===== config.mk =====
export PLATFORM = sky130hd
export DESIGN_NAME = traffic_light_ctrl_flat
export DESIGN_NICKNAME = d
export VERILOG_FILES = /design/src/rtl/traffic_light_ctrl_pkg.sv /design/src/rtl/traffic_light_ctrl_if.sv /design/src/rtl/traffic_light_ctrl_phase_timer.sv /design/src/rtl/traffic_light_ctrl.sv /design/src/flat_wrapper.sv
export SDC_FILE = /design/constraint.sdc
export NUM_CORES = 1
export LEC_CHECK = 0
export ABC_AREA = 0
export ABC_CLOCK_PERIOD_IN_PS = 5160
export BUFFER_PORTS_ARGS = -buffer_cell sky130_fd_sc_hd__buf_2
export CAP_MARGIN = 20
export CORE_UTILIZATION = 45
export CTS_CLUSTER_SIZE = 16
export DETAILED_ROUTE_END_ITERATION = 8
export PLACE_DENSITY = 0.67
export SLEW_MARGIN = 0
export SYNTH_ARGS = -nofsm -noshare
export SYNTH_HDL_FRONTEND = slang
export SYNTH_SLANG_ARGS = --single-unit

===== constraint.sdc =====
create_clock -name clk -period 5.16 [get_ports clk]
set_input_delay 1.032 -clock clk [delete_from_list [all_inputs] [get_ports clk]]
set_output_delay 1.032 -clock clk [all_outputs]
set_load 0.05 [all_outputs]

===== src/rtl/traffic_light_ctrl_pkg.sv =====
// Shared types for the traffic light controller: state encoding, LED patterns, program selects.
// ALL_RED_EN adds the ALL_RED state to the encoding.
package traffic_pkg;

    typedef enum logic [2:0] {
        ST_MAIN_GREEN  = 3'd0,
        ST_MAIN_YELLOW = 3'd1,
        ST_WALK        = 3'd2,
        ST_SIDE_GREEN  = 3'd3,
        ST_SIDE_YELLOW = 3'd4
`ifdef ALL_RED_EN
        , ST_ALL_RED   = 3'd5
`endif
    } state_t;

    typedef enum logic [1:0] {
        SEL_BASE = 2'd0,
        SEL_EXT  = 2'd1,
        SEL_YEL  = 2'd2,
        SEL_NONE = 2'd3
    } prog_sel_t;

    // Bit order [Rm,Ym,Gm,Rs,Ys,Gs,Walk]
    localparam logic [6:0] LED_MAIN_GREEN  = 7'b0011000;
    localparam logic [6:0] LED_MAIN_YELLOW = 7'b0101000;
    localparam logic [6:0] LED_WALK        = 7'b1001001;
    localparam logic [6:0] LED_SIDE_GREEN  = 7'b1000010;
    localparam logic [6:0] LED_SIDE_YELLOW = 7'b1000100;
    localparam logic [6:0] LED_ALL_RED     = 7'b1001000;

    function automatic logic [6:0] led_pattern(input state_t st);
        case (st)
            ST_MAIN_GREEN:  led_pattern = LED_MAIN_GREEN;
            ST_MAIN_YELLOW: led_pattern = LED_MAIN_YELLOW;
            ST_WALK:        led_pattern = LED_WALK;
            ST_SIDE_GREEN:  led_pattern = LED_SIDE_GREEN;
            ST_SIDE_YELLOW: led_pattern = LED_SIDE_YELLOW;
`ifdef ALL_RED_EN
            ST_ALL_RED:     led_pattern = LED_ALL_RED;
`endif
            default:        led_pattern = LED_MAIN_GREEN;
        endcase
    endfunction

endpackage


===== src/rtl/traffic_light_ctrl_if.sv =====
// Duration programming bus: one-cycle strobe, field select and new value.
interface traffic_light_ctrl_if #(
    parameter int TW = 4
);
    logic          prog_sync;
    logic [1:0]    prog_sel;
    logic [TW-1:0] prog_value;

    modport master (output prog_sync, prog_sel, prog_value);
    modport slave  (input  prog_sync, prog_sel, prog_value);
endinterface


===== src/rtl/traffic_light_ctrl_phase_timer.sv =====
// Tick-paced down-counter; terminal flags the tick on which the loaded count reaches zero.
module phase_timer #(
    parameter int           W       = 5,
    parameter logic [W-1:0] RST_VAL = '0
) (
    input  logic         clk,
    input  logic         reset,
    input  logic         load,
    input  logic [W-1:0] load_value,
    input  logic         tick,
    output logic         terminal,
    output logic [W-1:0] count
);
    localparam logic [W-1:0] ONE = W'(1);

    logic [W-1:0] count_q;

    assign terminal = tick && (count_q == '0);
    assign count    = count_q;

    // Load wins over decrement; count holds while tick is low
    always_ff @(posedge clk) begin
        if (reset) begin
            count_q <= RST_VAL;
        end else if (load) begin
            count_q <= load_value;
        end else if (tick && (count_q != '0)) begin
            count_q <= count_q - ONE;
        end else begin
            count_q <= count_q;
        end
    end
endmodule


===== src/rtl/traffic_light_ctrl.sv =====
// Main/side intersection controller with walk phase, programmable durations and sensor extension.
// Define ALL_RED_EN to insert a one-tick ALL_RED phase after each yellow.
module traffic_light_ctrl
    import traffic_pkg::*;
#(
    parameter int TW     = 4,
    parameter int T_BASE = 6,
    parameter int T_EXT  = 3,
    parameter int T_YEL  = 2
) (
    input  logic                 clk,
    input  logic                 reset,
    input  logic                 tick,
    input  logic                 sensor_sync,
    input  logic                 walk_req,
    traffic_light_ctrl_if.slave  prog,
    output logic [6:0]           leds,
    output logic                 walk_req_clr,
    output logic [2:0]           state_o,
    output logic [TW:0]          time_left
);
    localparam logic [TW-1:0] BASE_RST = TW'(T_BASE);
    localparam logic [TW-1:0] EXT_RST  = TW'(T_EXT);
    localparam logic [TW-1:0] YEL_RST  = TW'(T_YEL);
    localparam logic [TW:0]   CNT_RST  = (TW+1)'(2 * T_BASE - 1);
    localparam logic [TW:0]   ONE      = (TW+1)'(1);

    state_t        state_q, state_d, nxt_fsm_s;
    logic [TW-1:0] base_q, base_d, ext_q, ext_d, yel_q, yel_d;
    logic          walk_pend_q, walk_clr_q, walk_enter_s, walk_fsm_s;
    logic [6:0]    leds_q;
    logic          prog_ok_s, term_s, load_s, ld_fsm_s;
    logic [TW:0]   load_val_s, val_fsm_s, count_s;
    logic [TW:0]   mg_m1_s, restart_m1_s, sg_m1_s, yel_m1_s, ext_m1_s;
`ifdef ALL_RED_EN
    logic          red_to_main_q, red_to_main_d;
`endif

    phase_timer #(
        .W       (TW + 1),
        .RST_VAL (CNT_RST)
    ) u_timer (
        .clk        (clk),
        .reset      (reset),
        .load       (load_s),
        .load_value (load_val_s),
        .tick       (tick),
        .terminal   (term_s),
        .count      (count_s)
    );

    // Duration register writes and the phase lengths (minus one) they imply
    always_comb begin
        prog_ok_s = prog.prog_sync && (prog.prog_sel != SEL_NONE) && (prog.prog_value != '0);
        base_d = base_q;
        ext_d  = ext_q;
        yel_d  = yel_q;
        if (prog_ok_s) begin
            case (prog_sel_t'(prog.prog_sel))
                SEL_BASE: base_d = prog.prog_value;
                SEL_EXT:  ext_d  = prog.prog_value;
                SEL_YEL:  yel_d  = prog.prog_value;
                default:  base_d = base_q;
            endcase
        end else begin
            base_d = base_q;
        end
        mg_m1_s      = {base_q, 1'b0} - ONE;
        restart_m1_s = {base_d, 1'b0} - ONE;
        yel_m1_s     = {1'b0, yel_q} - ONE;
        ext_m1_s     = {1'b0, ext_q} - ONE;
        if (sensor_sync) begin
            sg_m1_s = {1'b0, base_q} + {1'b0, ext_q} - ONE;
        end else begin
            sg_m1_s = {1'b0, base_q} - ONE;
        end
    end

    // Phase sequencing; a valid program write overrides any transition
    always_comb begin
        nxt_fsm_s  = state_q;
        ld_fsm_s   = 1'b0;
        val_fsm_s  = mg_m1_s;
        walk_fsm_s = 1'b0;
`ifdef ALL_RED_EN
        red_to_main_d = red_to_main_q;
`endif
        case (state_q)
            ST_MAIN_GREEN: begin
                if (term_s) begin
                    nxt_fsm_s = ST_MAIN_YELLOW;
                    ld_fsm_s  = 1'b1;
                    val_fsm_s = yel_m1_s;
                end else begin
                    nxt_fsm_s = state_q;
                end
            end
            ST_MAIN_YELLOW: begin
                if (term_s) begin
                    ld_fsm_s = 1'b1;
`ifdef ALL_RED_EN
                    nxt_fsm_s     = ST_ALL_RED;
                    val_fsm_s     = '0;
                    red_to_main_d = 1'b0;
`else
                    if (walk_pend_q) begin
                        nxt_fsm_s  = ST_WALK;
                        val_fsm_s  = ext_m1_s;
                        walk_fsm_s = 1'b1;
                    end else begin
                        nxt_fsm_s = ST_SIDE_GREEN;
                        val_fsm_s = sg_m1_s;
                    end
`endif
                end else begin
                    nxt_fsm_s = state_q;
                end
            end
            ST_WALK: begin
                if (term_s) begin
                    nxt_fsm_s = ST_SIDE_GREEN;
                    ld_fsm_s  = 1'b1;
                    val_fsm_s = sg_m1_s;
                end else begin
                    nxt_fsm_s = state_q;
                end
            end
            ST_SIDE_GREEN: begin
                if (term_s) begin
                    nxt_fsm_s = ST_SIDE_YELLOW;
                    ld_fsm_s  = 1'b1;
                    val_fsm_s = yel_m1_s;
                end else begin
                    nxt_fsm_s = state_q;
                end
            end
            ST_SIDE_YELLOW: begin
                if (term_s) begin
                    ld_fsm_s = 1'b1;
`ifdef ALL_RED_EN
                    nxt_fsm_s     = ST_ALL_RED;
                    val_fsm_s     = '0;
                    red_to_main_d = 1'b1;
`else
                    nxt_fsm_s = ST_MAIN_GREEN;
                    val_fsm_s = mg_m1_s;
`endif
                end else begin
                    nxt_fsm_s = state_q;
                end
            end
`ifdef ALL_RED_EN
            ST_ALL_RED: begin
                if (term_s) begin
                    ld_fsm_s = 1'b1;
                    if (red_to_main_q) begin
                        nxt_fsm_s = ST_MAIN_GREEN;
                        val_fsm_s = mg_m1_s;
                    end else if (walk_pend_q) begin
                        nxt_fsm_s  = ST_WALK;
                        val_fsm_s  = ext_m1_s;
                        walk_fsm_s = 1'b1;
                    end else begin
                        nxt_fsm_s = ST_SIDE_GREEN;
                        val_fsm_s = sg_m1_s;
                    end
                end else begin
                    nxt_fsm_s = state_q;
                end
            end
`endif
            default: begin
                nxt_fsm_s = ST_MAIN_GREEN;
                ld_fsm_s  = 1'b1;
                val_fsm_s = mg_m1_s;
            end
        endcase

        if (prog_ok_s) begin
            state_d      = ST_MAIN_GREEN;
            load_s       = 1'b1;
            load_val_s   = restart_m1_s;
            walk_enter_s = 1'b0;
        end else begin
            state_d      = nxt_fsm_s;
            load_s       = ld_fsm_s;
            load_val_s   = val_fsm_s;
            walk_enter_s = walk_fsm_s;
        end
    end

    // State, durations, walk latch and registered LED decode
    always_ff @(posedge clk) begin
        if (reset) begin
            state_q     <= ST_MAIN_GREEN;
            base_q      <= BASE_RST;
            ext_q       <= EXT_RST;
            yel_q       <= YEL_RST;
            walk_pend_q <= 1'b0;
            walk_clr_q  <= 1'b0;
            leds_q      <= LED_MAIN_GREEN;
`ifdef ALL_RED_EN
            red_to_main_q <= 1'b0;
`endif
        end else begin
            state_q     <= state_d;
            base_q      <= base_d;
            ext_q       <= ext_d;
            yel_q       <= yel_d;
            // A request on the serving edge re-arms the latch
            walk_pend_q <= walk_req | (walk_pend_q & ~walk_enter_s);
            walk_clr_q  <= walk_enter_s;
            leds_q      <= led_pattern(state_d);
`ifdef ALL_RED_EN
            red_to_main_q <= red_to_main_d;
`endif
        end
    end

    assign leds         = leds_q;
    assign walk_req_clr = walk_clr_q;
    assign state_o      = state_q;
    assign time_left    = count_s;
endmodule


===== src/flat_wrapper.sv =====
// flat-port wrapper written by rule: the top's interface ports become plain ports
module traffic_light_ctrl_flat import traffic_pkg::*;
#(
    parameter int TW     = 4,
    parameter int T_BASE = 6,
    parameter int T_EXT  = 3,
    parameter int T_YEL  = 2
)
  (clk, reset, tick, sensor_sync, walk_req, leds, walk_req_clr, state_o, time_left, prog_prog_sync, prog_prog_sel, prog_prog_value);
  traffic_light_ctrl_if #(.TW(TW)) prog_i ();
  input  logic clk;
  input  logic reset;
  input  logic tick;
  input  logic sensor_sync;
  input  logic walk_req;
  output logic [6:0] leds;
  output logic walk_req_clr;
  output logic [2:0] state_o;
  output logic [TW:0] time_left;
  input wire logic [$bits(prog_i.prog_sync)-1:0] prog_prog_sync;
  input wire logic [$bits(prog_i.prog_sel)-1:0] prog_prog_sel;
  input wire logic [$bits(prog_i.prog_value)-1:0] prog_prog_value;
  assign prog_i.prog_sync = prog_prog_sync;
  assign prog_i.prog_sel = prog_prog_sel;
  assign prog_i.prog_value = prog_prog_value;
  traffic_light_ctrl #(.TW(TW), .T_BASE(T_BASE), .T_EXT(T_EXT), .T_YEL(T_YEL)) u_core (.clk(clk), .reset(reset), .tick(tick), .sensor_sync(sensor_sync), .walk_req(walk_req), .prog(prog_i), .leds(leds), .walk_req_clr(walk_req_clr), .state_o(state_o), .time_left(time_left));
endmodule

Yosys cells after proc, flatten, opt, wreduce, memory -nomap -nowiden
Cells that the tools add are included.
- add/subtract/negate cells: 8
- eq/ne operators: 11
- muxes and demuxes: 27
- bitwise operators: 3
- reduce and logical (&&, ||, !) cells: 14
- operators by type and width (kind ; number):
    5-bit 2-to-1 mux ; 8
    7-bit case mux with 4 select lines ; 1
    5-bit by 1-bit subtractor with 5-bit output, second input constant ; 4
    3-bit 2-to-1 mux ; 6
    3-bit case mux with 5 select lines ; 1
    5-bit case mux with 3 select lines ; 1
    4-bit by 1-bit subtractor with 5-bit output, second input constant ; 3
    3-bit by 2-bit equality test with 1-bit output, second input constant ; 4
    1-bit 2-to-1 mux ; 8
    4-bit 2-to-1 mux ; 2
    3-bit by 1-bit equality test with 1-bit output, second input constant ; 2
    3-bit equality test, second input constant ; 2
    4-bit by 4-bit adder with 5-bit output ; 1
    5-bit zero test ; 1
    5-bit nonzero test ; 1
    5-bit OR reduction ; 1
    1-bit logical AND ; 4
    2-bit AND reduction ; 2
    4-bit nonzero test ; 1
    3-bit zero test ; 1
    2-bit by 1-bit equality test with 1-bit output, second input constant ; 1
    2-bit equality test, second input constant ; 1
    2-bit zero test ; 1
    2-bit != test, second input constant ; 1
    5 further kinds ; 5
- bits in registers: 29
- input port bits: 12
- word-level logic and storage cells: 71

Depth between registers and ports, before layout
Gate-level depths: netlist of run 1.
- depth after elaboration: 8
- depth in mapped cells: 10
- mapped depth without buffers: 10

Hierarchy
A second synthesis of run 1 with hierarchy kept.
- cell total of the unflattened synthesis: 252
- area total of the unflattened synthesis: 2021.9 um^2
- modules (own cells, without submodules) (module ; times used ; cells each ; area an instance (um^2) ; seq. area each (um^2)):
    traffic_light_ctrl ; 1 ; 217 ; 1722.9 ; 480.5
    phase_timer ; 1 ; 35 ; 299.0 ; 100.1

Worst setup path after synthesis of run 1
OpenSTA, ideal clock, no wires.
- path type: input port to flip-flop
- start: input port prog_prog_value[2]
- end: register u_core.u_timer.count_q[3], in the netlist u_core.u_timer.count[3]
- data arrival time: 2.835 ns
- required time: 5.038 ns
- slack: 2.203 ns
- stages: 10
- buffers on the path: 1
- path through: clkbuf_1 -> o41a_4 -> nand2_2 -> mux2i_1 -> ha_1 -> xnor2_1 -> nand2_1 -> o21ai_0 -> a221oi_1 -> a221o_1
- word-level cells in the longest chain between the ends: 6
- RTL lines (what ; line ; RTL):
    start: declaration ; flat_wrapper.sv:22 ; input wire logic [$bits(prog_i.prog_value)-1:0] prog_prog_value;
    4-bit nonzero test ; traffic_light_ctrl.sv:54 ; prog_ok_s = prog.prog_sync && (prog.prog_sel != SEL_NONE) && (prog.prog_value != '0);
    1-bit logical AND ; traffic_light_ctrl.sv:54 ;
    4-bit 2-to-1 mux ; traffic_light_ctrl.sv:58 ; if (prog_ok_s) begin
    5-bit by 1-bit subtractor with 5-bit output ; traffic_light_ctrl.sv:69 ; restart_m1_s = {base_d, 1'b0} - ONE;
    5-bit 2-to-1 mux ; traffic_light_ctrl.sv:179 ; if (prog_ok_s) begin
    5-bit 2-to-1 mux ; traffic_light_ctrl_phase_timer.sv:25 ; end else if (load) begin
    end signal: assignment ; traffic_light_ctrl_phase_timer.sv:26 ; count_q <= load_value;
    end signal: assignment ; traffic_light_ctrl_phase_timer.sv:28 ; count_q <= count_q - ONE;
    end signal: assignment ; traffic_light_ctrl_phase_timer.sv:30 ; count_q <= count_q;
    end: declaration ; traffic_light_ctrl_phase_timer.sv:16 ; logic [W-1:0] count_q;
Parallel ways exist; a longest one is shown, timed or not.
A chain may end at the register's enable or synchronous reset.

Worst setup path in the final report of run 1
- start: input port prog_prog_value[3]
- end: register u_core.u_timer.count_q[3], in the netlist u_core.u_timer.count[3]
- word-level cells in the longest chain between the ends: 6
- RTL lines (what ; line):
    4-bit nonzero test (*) ; traffic_light_ctrl.sv:54
    1-bit logical AND (*) ; traffic_light_ctrl.sv:54
    4-bit 2-to-1 mux ; traffic_light_ctrl.sv:58
    5-bit by 1-bit subtractor with 5-bit output ; traffic_light_ctrl.sv:69
    5-bit 2-to-1 mux ; traffic_light_ctrl.sv:179
    5-bit 2-to-1 mux ; traffic_light_ctrl_phase_timer.sv:25
Every way passes the cells marked *; elsewhere a longest branch is shown, timed or not.

==> results of run 1 <==
-- power by group through the flow --
stage	logic (mW)	registers, mW	clock network (mW)
5_1_grt	0.123	0.244	0.205
2_1_floorplan	0.0706	0.259	0
6_report	0.112	0.243	0.189
4_1_cts	0.112	0.243	0.190
3_5_place_dp	0.111	0.248	0
3_3_place_gp	0.109	0.248	0
-- path summary, 6_finish.rpt --
path                                 from                                    to
max                    prog_prog_value[3]  u_core.u_timer.count[3]$_SDFFE_PP1P_
min          u_core.ext_q[3]$_SDFFE_PP0P_          u_core.ext_q[3]$_SDFFE_PP0P_
max reg2reg  u_core.ext_q[1]$_SDFFE_PP1P_  u_core.u_timer.count[2]$_SDFFE_PP0P_
min reg2reg  u_core.ext_q[3]$_SDFFE_PP0P_          u_core.ext_q[3]$_SDFFE_PP0P_
-- sequential cells by signal, indices dropped and copies added, names as in the netlist --
| signal | cells |
|---|---|
| u_core.yel_q | 4 |
| u_core.ext_q | 4 |
| u_core.state_o | 3 |
| u_core.u_timer.count | 5 |
| u_core.walk_pend_q | 1 |
| u_core.walk_req_clr | 1 |
| u_core.base_q | 4 |
| u_core.leds | 7 |
-- stage by stage --
stage | hold slack, ps | instances | worst slack, ps
floorplan | 460.4 | 229 | 2203
global placement | 521.7 | 298 | 2017
detailed placement | 542.5 | 298 | 1946
CTS | 551.6 | 306 | 2248
global route | 576.4 | 306 | 2113
finish | 544.8 | 306 | 2215
-- layout make-up --
type                            instances  share of cell area, %
Clock buffer                            5                  3.009
Inverter                               23                  3.775
Multi-Input combinational cell        167                  58.32
Sequential cell                        29                  25.38
Timing Repair Buffer                   27                  5.908
Tap cell                               52                  2.845
Clock inverter                          3                 0.7659
-- worst max-delay path, stage by stage --
cell	delay, ps
buf_2	150
o41a_4	570
nand2_2	160
mux2i_1	260
ha_1	240
xnor2_1	130
nand2_1	70
o21ai_0	100
a221oi_1	110
a221o_1	300
-- kinds of logic (layout without fill, tap and decap cells) --
group | after synthesis | count (layout) | synth area share [%]
adder cells (fa/ha/maj) | 14 | 14 | 8.914
AO/OA/AOI/OAI | 55 | 55 | 24.24
flip-flops | 29 | 29 | 28.33
AND/OR/NAND/NOR | 75 | 75 | 21.55
XOR/XNOR | 14 | 14 | 5.983
multiplexers | 9 | 9 | 4.396
buffers and inverters | 33 | 58 | 6.593
-- placed cells by master, fill, tap and decap left out, types with 9 or more instances in the layout --
cell,n
nor2_1,23
nand2_1,12
inv_1,23
ha_1,13
buf_2,27
dfxtp_1,29
mux2i_1,9
-- layer usage --
metal / wire length, um / global-route usage, % / vias up / share of wire [%]
li1: - / - / 881 / -
met1: 2275 / 29.25 / 827 / 46
met2: 2268 / 34.95 / 51 / 46
met3: 303 / 5.378 / 10 / 6.1
met4: 91 / 7.937 / 0 / 1.8
met5: 0 / 0 / - / 0
==> run summary, run 1 <==
vias per cell -> 5.781
setup bufs post-CTS -> 0
first-pass GRT wire length -> 8314 um
r2r setup slk -> 2640 ps
Final Hold Vio Count -> 0
vias in the first global route -> 1,730
top cell type's share of synthesized area -> 28.33%
DRC -> 0
Chip Height -> 69.49 um
Primary FF master, synth -> dfxtp_1
Post-synth EDFFs -> 0
Initial Util -> 47.07%
hold path depth -> 2
Synth async-reset ratio -> 0%
cts repair resizes -> 0
Post-synth top cells -> dfxtp_1, inv_1, nor2_1
WP data required -> 5340 ps
Max VDD drop -> 155.8 uV
number of CTS-inserted buffers -> 5
power per cell area -> 237.8 nW/um2
Cell Area, Synth -> 2049 um2
total negative slack -> 0 ps
Gate Count Post-Synth -> 229
antenna violations before repair -> 0
Setup Crit Path Kind -> in2reg
Die Wd -> 69.49 um
via count -> 1,769
WL/cell -> 16.14 um
largest net degree at the start of global routing -> 23
Hold Buf Count CTS -> 0
critical path fanouts, max -> 7
FP Rows -> 24
CTS tree -> yes
Antenna Violating Nets Remaining -> 0
Yosys reg bits -> 29
cell area after placement -> 2201 um2
clk root buf -> clkbuf_8
Global Route Usage Sum -> 22.10%
drt initial violations -> 121
Max Clk Rate -> 339.6 MHz
Rel. slew slack -> 62.05%
io pins -> 28
R2R depth -> 10
Register Area -> 580.6 um2
ratio of cells with drive above 1 in the final layout -> 22.44%
DRT Wirelength -> 4939 um
CP arrival -> 3130 ps
area grow syn2layout -> 11.60%
max-slew violation count -> 0
n_diodes -> 0
CTS H-tree lvls -> 2
dominant cell type by area after synthesis -> dfxtp_1
Post-Syn Nets -> 255
Yosys cell types -> 59
Int Power -> 0.3675 mW
Setup Skew -> 6.319 ps
sw frac -> 32.44%
core footprint -> 4354 um2
Seq/Total Area, Yosys -> 28.33%
Avg Cell Area, Syn -> 8.950 um2
Area contributors post-synth -> dfxtp_1, ha_1, mux2i_1, inv_1, nor2_1
fin util -> 52.53%
hold crit path type -> reg2reg
RSZ-0062 raised after global routing -> no
multi-input logic area -> 1334 um2
period utilization -> 57.07%
die area -> 4828 um2
first-pass detailed-route iteration total -> 4
Buffers on Ports -> 27
clock tree sinks -> 29
Tightest Pin Transition -> 568.5 ps
Final Critical Period -> 2945 ps
kind of end point of the critical path -> flip-flop
Startpoint Class -> primary input
leak pwr -> 0.9584 nW
Final setup viols -> 0
Final #Nets -> 279
Post-Layout Inst Area -> 2287 um2
Placer Congestion -> 0.8871
share of power burned in the clock network -> 34.7%
number of max-cap violations -> 0
Clock Latency Late Sink -> 290 ps
clock slew at reported path FFs -> 70 ps
Fillers -> 414
Final Total Pwr -> 0.5439 mW
combinational power share -> 20.6%
most frequent cell after synthesis -> dfxtp_1
global route overflow -> 0
Clock Tree Buf Depth -> 2
DP Wirelength -> 3762 um
register share of total power -> 44.7%
Sw Pwr -> 0.1764 mW
status -> finished clean
Yosys warning total -> 0
No activity file was read; power rests on OpenSTA's default activity.
==> inputs of run 2 (changes only) <==
--- a/config.mk
+++ b/config.mk
@@ -6,13 +6,13 @@
 export NUM_CORES = 1
 export LEC_CHECK = 0
 export ABC_AREA = 0
-export ABC_CLOCK_PERIOD_IN_PS = 5160
+export ABC_CLOCK_PERIOD_IN_PS = 2600
 export BUFFER_PORTS_ARGS = -buffer_cell sky130_fd_sc_hd__buf_2
 export CAP_MARGIN = 20
 export CORE_UTILIZATION = 45
 export CTS_CLUSTER_SIZE = 16
 export DETAILED_ROUTE_END_ITERATION = 8
-export PLACE_DENSITY = 0.67
+export PLACE_DENSITY = 0.69
 export SLEW_MARGIN = 0
 export SYNTH_ARGS = -nofsm -noshare
 export SYNTH_HDL_FRONTEND = slang
==> constraint.sdc (replaced) <==
create_clock -name clk -period 2.6 [get_ports clk]
set_input_delay 0.52 -clock clk [delete_from_list [all_inputs] [get_ports clk]]
set_output_delay 0.52 -clock clk [all_outputs]
set_load 0.05 [all_outputs]
==> run 2 against run 1 <==
Clock power increased by 91%. Die area unchanged. Setup slack got worse by 2000 ps. Core utilization increased by 1.2 points. Sequential share of layout area decreased by 0.57 points. Largest cell class unchanged. Highest routed layer unchanged.
==> run summary, run 2 (synthesis results as in run 1) <==
status -> finished clean (unchanged)
r2r setup slk -> 210 ps (was 2640 ps)
slowest stage cell, crit path -> fa_1 (was o41a_4)
commonest non-fill, non-tap cells in the layout -> dfxtp_1, buf_2, inv_1, nor2_1, ha_1 (unchanged)
cts repair resizes -> 0 (unchanged)
leak pwr -> 0.9928 nW (was 0.9584 nW)
CTS H-tree lvls -> 2 (unchanged)
hold path start -> walk_req (was u_core.ext_q[3]$_SDFFE_PP0P_)
Final setup viols -> 0 (unchanged)
Buffers on Ports -> 27 (unchanged)
CP arrival -> 2570 ps (was 3130 ps)
RR Startpoint -> u_core.ext_q[1]$_SDFFE_PP1P_ (unchanged)
worst path cell trace -> inv_1 > ha_1 > inv_1 > ha_1 > fa_1 > nand2b_1 > o221ai_1 > a221oi_2 > a2111oi_2 > a2111oi_2 (was buf_2 > o41a_4 > nand2_2 > mux2i_1 > ha_1 > xnor2_1 > nand2_1 > o21ai_0 > a221oi_1 > a221o_1)
Global Route Usage Sum -> 21.38% (was 22.10%)
total negative slack -> 0 ps (unchanged)
met2 Use GR -> 34.09% (was 34.95%)
WP data required -> 2780 ps (was 5340 ps)
Initial Util -> 47.07% (unchanged)
Setup Skew -> 6.280 ps (was 6.319 ps)
GRT busiest layer -> met2 (unchanged)
most common cell after layout, fill and taps aside -> dfxtp_1 (unchanged)
drt initial violations -> 89 (was 121)
die area -> 4828 um2 (unchanged)
power per cell area -> 457.7 nW/um2 (was 237.8 nW/um2)
n_diodes -> 0 (unchanged)
vias per cell -> 5.629 (was 5.781)
Max VDD drop -> 328.2 uV (was 155.8 uV)
Rel. slew slack -> 63.37% (was 62.05%)
RSZ-0062 raised after global routing -> no (unchanged)
Antenna Violating Nets Remaining -> 0 (unchanged)
Chip Height -> 69.49 um (unchanged)
setup bufs post-CTS -> 0 (unchanged)
cell area after placement -> 2253 um2 (was 2201 um2)
Final #Nets -> 286 (was 279)
Placer Congestion -> 0.8747 (was 0.8871)
WL/cell -> 15.49 um (was 16.14 um)
ratio of cells with drive above 1 in the final layout -> 24.52% (was 22.44%)
period utilization -> 91.91%
Final Critical Period -> 2390 ps
kind of end point of the critical path -> flip-flop (unchanged)
clk root buf -> clkbuf_8 (unchanged)
Clock Tree Buf Depth -> 2 (unchanged)
antenna violations before repair -> 0 (unchanged)
multi-input logic area -> 1334 um2 (unchanged)
Final Hold Vio Count -> 0 (unchanged)
Max Clk Rate -> 418.5 MHz
via count -> 1,762 (was 1,769)
number of CTS-inserted buffers -> 5 (unchanged)
area grow syn2layout -> 14.16% (was 11.60%)
DRC -> 0 (unchanged)
global route overflow -> 0 (unchanged)
first-pass GRT wire length -> 8217 um (was 8314 um)
vias in the first global route -> 1,717 (was 1,730)
hold crit path type -> in2reg (was reg2reg)
max-slew violation count -> 0 (unchanged)
Register Area -> 580.6 um2 (unchanged)
M1 GR Usage -> 29.18% (was 29.25%)
Tightest Pin Transition -> 548.7 ps (was 568.5 ps)
number of max-cap violations -> 0 (unchanged)
CP max stage delay -> 470 ps (was 570 ps)
core footprint -> 4354 um2 (unchanged)
first-pass detailed-route iteration total -> 4 (unchanged)
clock tree sinks -> 29 (unchanged)
critical path fanouts, max -> 3 (was 7)
Post-Layout Inst Area -> 2340 um2 (was 2287 um2)
flip-flop count of the largest register after layout -> 7 (unchanged)
Setup Crit Path Kind -> reg2reg (was in2reg)
clock slew at reported path FFs -> 70 ps (about the same)
Startpoint Class -> flip-flop (was primary input)
io pins -> 28 (unchanged)
Fillers -> 403 (was 414)
Setup crit start -> u_core.ext_q[1]$_SDFFE_PP1P_ (was prog_prog_value[3])
FP Rows -> 24 (unchanged)
met3 global-route usage -> 4.797% (was 5.378%)
Final Total Pwr -> 1.071 mW (was 0.5439 mW)
Clock Latency Late Sink -> 280 ps (was 290 ps)
Hold Buf Count CTS -> 0 (unchanged)
DRT Wirelength -> 4848 um (was 4939 um)
largest net degree at the start of global routing -> 23 (unchanged)
CTS tree -> yes (unchanged)
Die Wd -> 69.49 um (unchanged)
DP Wirelength -> 3754 um (was 3762 um)
[run 2: changes by cell type in the layout (fill, tap and decap cells not counted), sizes merged]
cell,previous run,this run
buf,27,34
[run 2: worst paths after layout]
kind,end,depth (start not counted)
worst min register to register,u_core.ext_q[3]$_SDFFE_PP0P_,2
worst min-delay path,u_core.walk_pend_q$_SDFF_PP0_,3
worst max register to register,u_core.u_timer.count[2]$_SDFFE_PP0P_,10
worst max-delay path,u_core.u_timer.count[2]$_SDFFE_PP0P_,10
[run 2: per-stage QoR]
stage | cells | setup WS (ps) | util, % | hold slack [ps]
final | 313 | 210.3 | 53.74 | 465.5
after global routing | 313 | 45.49 | 53.74 | 497.9
after floorplan | 229 | 155.0 | - | 460.4
after CTS | 313 | 117.4 | 53.74 | 466.7
after global placement | 305 | 124.2 | 51.75 | 480.6
after detailed placement | 305 | 37.06 | 51.75 | 488.7
[run 2: cell type report]
| class | count | share of cell area, % |
|---|---|---|
| repair buffers | 34 | 8.021 |
| inverters | 23 | 3.690 |
| clock buffers | 5 | 2.941 |
| clock inverters | 3 | 0.7487 |
| flip-flops and latches | 29 | 24.81 |
| multi-input cells | 167 | 57.01 |
| well taps | 52 | 2.781 |
[run 2: per-layer routing]
layer	share of wire, %	wire length, um
met5	0	0
met4	0.74	36
met3	4.1	198
met1	49	2356
met2	47	2257
[run 2: report_power, final]
part / leakage [nW] / internal, mW / switching [mW]
clock network: 0.0439 / 0.184 / 0.177
logic: 0.712 / 0.0897 / 0.138
registers: 0.236 / 0.461 / 0.0213
total: 0.993 / 0.734 / 0.336
[run 2: worst max-delay path, delay by kind of cell, from the launching register on]
kind                       cells  cell delay [ps]
and+or+nand+nor                1              100
buffers and inverters          2              120
DFF                            1              330
adders and majority gates      3              960
AOI/OAI and AO/OA              4              770
==> inputs of run 3 (changes only) <==
--- a/config.mk
+++ b/config.mk
@@ -10,6 +10,7 @@
 export BUFFER_PORTS_ARGS = -buffer_cell sky130_fd_sc_hd__buf_2
 export CAP_MARGIN = 20
 export CORE_UTILIZATION = 45
+export CTS_BUF_LIST = sky130_fd_sc_hd__clkbuf_16
 export CTS_CLUSTER_SIZE = 16
 export DETAILED_ROUTE_END_ITERATION = 8
 export PLACE_DENSITY = 0.69
==> run 3 against run 2 <==
Setup slack worse by 4.0 ps. Global-route usage is 0.31 points higher. Sequential share of layout area is 0.58 points lower. Critical path type unchanged.
==> run summary, run 3 (synthesis results as in run 1) <==
total negative slack -> 0 ps (unchanged)
DRT Wirelength -> 4985 um (was 4848 um)
flip-flop count of the largest register after layout -> 7 (unchanged)
clock tree sinks -> 29 (unchanged)
CTS tree -> yes (unchanged)
CTS H-tree lvls -> 2 (unchanged)
clock slew at reported path FFs -> 50 ps (was 70 ps)
Hold Buf Count CTS -> 0 (unchanged)
CP arrival -> 2570 ps (about the same)
WP data required -> 2770 ps (was 2780 ps)
Final Non-Filler Cells -> 313 (unchanged)
vias in the first global route -> 1,735 (was 1,717)
Setup Skew -> 3.733 ps (was 6.280 ps)
antenna violations before repair -> 0 (unchanged)
ratio of cells with drive above 1 in the final layout -> 24.52% (unchanged)
RSZ-0062 raised after global routing -> no (unchanged)
number of CTS-inserted buffers -> 5 (unchanged)
io pins -> 28 (unchanged)
Initial Util -> 47.07% (unchanged)
global route overflow -> 0 (unchanged)
kind of end point of the critical path -> flip-flop (unchanged)
Setup Crit Path Kind -> reg2reg (unchanged)
Post-Layout Inst Area -> 2396 um2 (was 2340 um2)
Buffers on Ports -> 27 (unchanged)
leak pwr -> 1.018 nW (was 0.9928 nW)
most common cell after layout, fill and taps aside -> dfxtp_1 (unchanged)
Clock Latency Late Sink -> 280 ps (about the same)
vias per cell -> 5.693 (was 5.629)
Final Critical Period -> 2394 ps (was 2390 ps)
n_diodes -> 0 (unchanged)
via count -> 1,782 (was 1,762)
cts repair resizes -> 0 (unchanged)
drt initial violations -> 109 (was 89)
power per cell area -> 527.9 nW/um2 (was 457.7 nW/um2)
Final Total Pwr -> 1.265 mW (was 1.071 mW)
clk root buf -> clkbuf_16 (was clkbuf_8)
max-slew violation count -> 0 (unchanged)
Clock Tree Buf Depth -> 2 (unchanged)
Chip Height -> 69.49 um (unchanged)
DP Wirelength -> 3754 um (unchanged)
period utilization -> 92.06% (was 91.91%)
first-pass GRT wire length -> 8328 um (was 8217 um)
largest net degree at the start of global routing -> 23 (unchanged)
dpl cells -> 305 (unchanged)
Max VDD drop -> 355.5 uV (was 328.2 uV)
die area -> 4828 um2 (unchanged)
Placer Congestion -> 0.8747 (unchanged)
critical path fanouts, max -> 3 (unchanged)
Startpoint Class -> flip-flop (unchanged)
commonest non-fill, non-tap cells in the layout -> dfxtp_1, buf_2, inv_1, nor2_1, ha_1 (unchanged)
core footprint -> 4354 um2 (unchanged)
Antenna Violating Nets Remaining -> 0 (unchanged)
fin util -> 55.03% (was 53.74%)
Final setup viols -> 0 (unchanged)
first-pass detailed-route iteration total -> 4 (unchanged)
hold crit path type -> in2reg (unchanged)
Fillers -> 399 (was 403)
number of max-cap violations -> 0 (unchanged)
status -> finished clean (unchanged)
FP Rows -> 24 (unchanged)
Max Clk Rate -> 417.8 MHz (was 418.5 MHz)
area grow syn2layout -> 16.91% (was 14.16%)
cell area after placement -> 2253 um2 (unchanged)
Tightest Pin Transition -> 573.9 ps (was 548.7 ps)
WL/cell -> 15.93 um (was 15.49 um)
Final Hold Vio Count -> 0 (unchanged)
Rel. slew slack -> 61.69% (was 63.37%)
Die Wd -> 69.49 um (unchanged)
Final #Nets -> 286 (unchanged)
Global Route Usage Sum -> 21.69% (was 21.38%)
DRC -> 0 (unchanged)
[run 3: cell types whose count changed in the layout (fill, tap and decap cells not counted)]
| cell | previous run | this run |
|---|---|---|
| clkbuf_16 | 0 | 5 |
| clkbuf_8 | 5 | 0 |
[run 3: path summary, 6_finish.rpt]
check / from / to / slack, ps / depth (start not counted)
min reg2reg: u_core.ext_q[3]$_SDFFE_PP0P_ / u_core.ext_q[3]$_SDFFE_PP0P_ / 500 / 2
min: walk_req / u_core.walk_pend_q$_SDFF_PP0_ / 470 / 3
max reg2reg: u_core.ext_q[1]$_SDFFE_PP1P_ / u_core.u_timer.count[2]$_SDFFE_PP0P_ / 210 / 10
max: u_core.ext_q[1]$_SDFFE_PP1P_ / u_core.u_timer.count[2]$_SDFFE_PP0P_ / 210 / 10
[run 3: power by group]
part,internal (mW),leakage (nW),switching [mW]
clock,0.350,0.0696,0.204
sequential,0.461,0.236,0.0217
combinational,0.0897,0.712,0.138
total,0.901,1.02,0.364
[run 3: metrics by stage]
step,setup slack [ps],hold slack (ps)
detailed placement,37.06,488.7
floorplan,155.0,460.4
global route,46.63,512.6
global placement,124.2,480.6
finish,206.3,470.4
CTS,120.4,474.9
[run 3: area by class of cell]
| class | count | area (um2) | share of cell area, % |
|---|---|---|---|
| repair buffers | 34 | 187.7 | 7.833 |
| well taps | 52 | 65.06 | 2.715 |
| flip-flops and latches | 29 | 580.6 | 24.23 |
| inverters | 23 | 86.33 | 3.603 |
| multi-input cells | 167 | 1334 | 55.67 |
| clock buffers | 5 | 125.1 | 5.222 |
| clock inverters | 3 | 17.52 | 0.7311 |
[run 3: metal layers]
| layer | vias to the layer above | track usage [%] | part of all wire (%) |
|---|---|---|---|
| li1 | 895 | - | - |
| met1 | 841 | 28.91 | 48 |
| met2 | 42 | 34.63 | 47 |
| met3 | 4 | 5.959 | 4.1 |
| met4 | 0 | 5.442 | 0.56 |
| met5 | - | 0 | 0 |
[run 3: worst max-delay path, cell delays in order, from the launching register on]
cell and delay [ps]:
dfxtp_1 320, inv_1 80, ha_1 290, inv_1 40
ha_1 210, fa_1 470, nand2b_1 100, o221ai_1 120
a221oi_2 280, a2111oi_2 90, a2111oi_2 280
[run 3: repair_timing]
action / CTS / global route
buffers inserted: 0 / 0
endpoints found under the setup margin: 0 / 1
hold endpoints to repair: 0 / 0
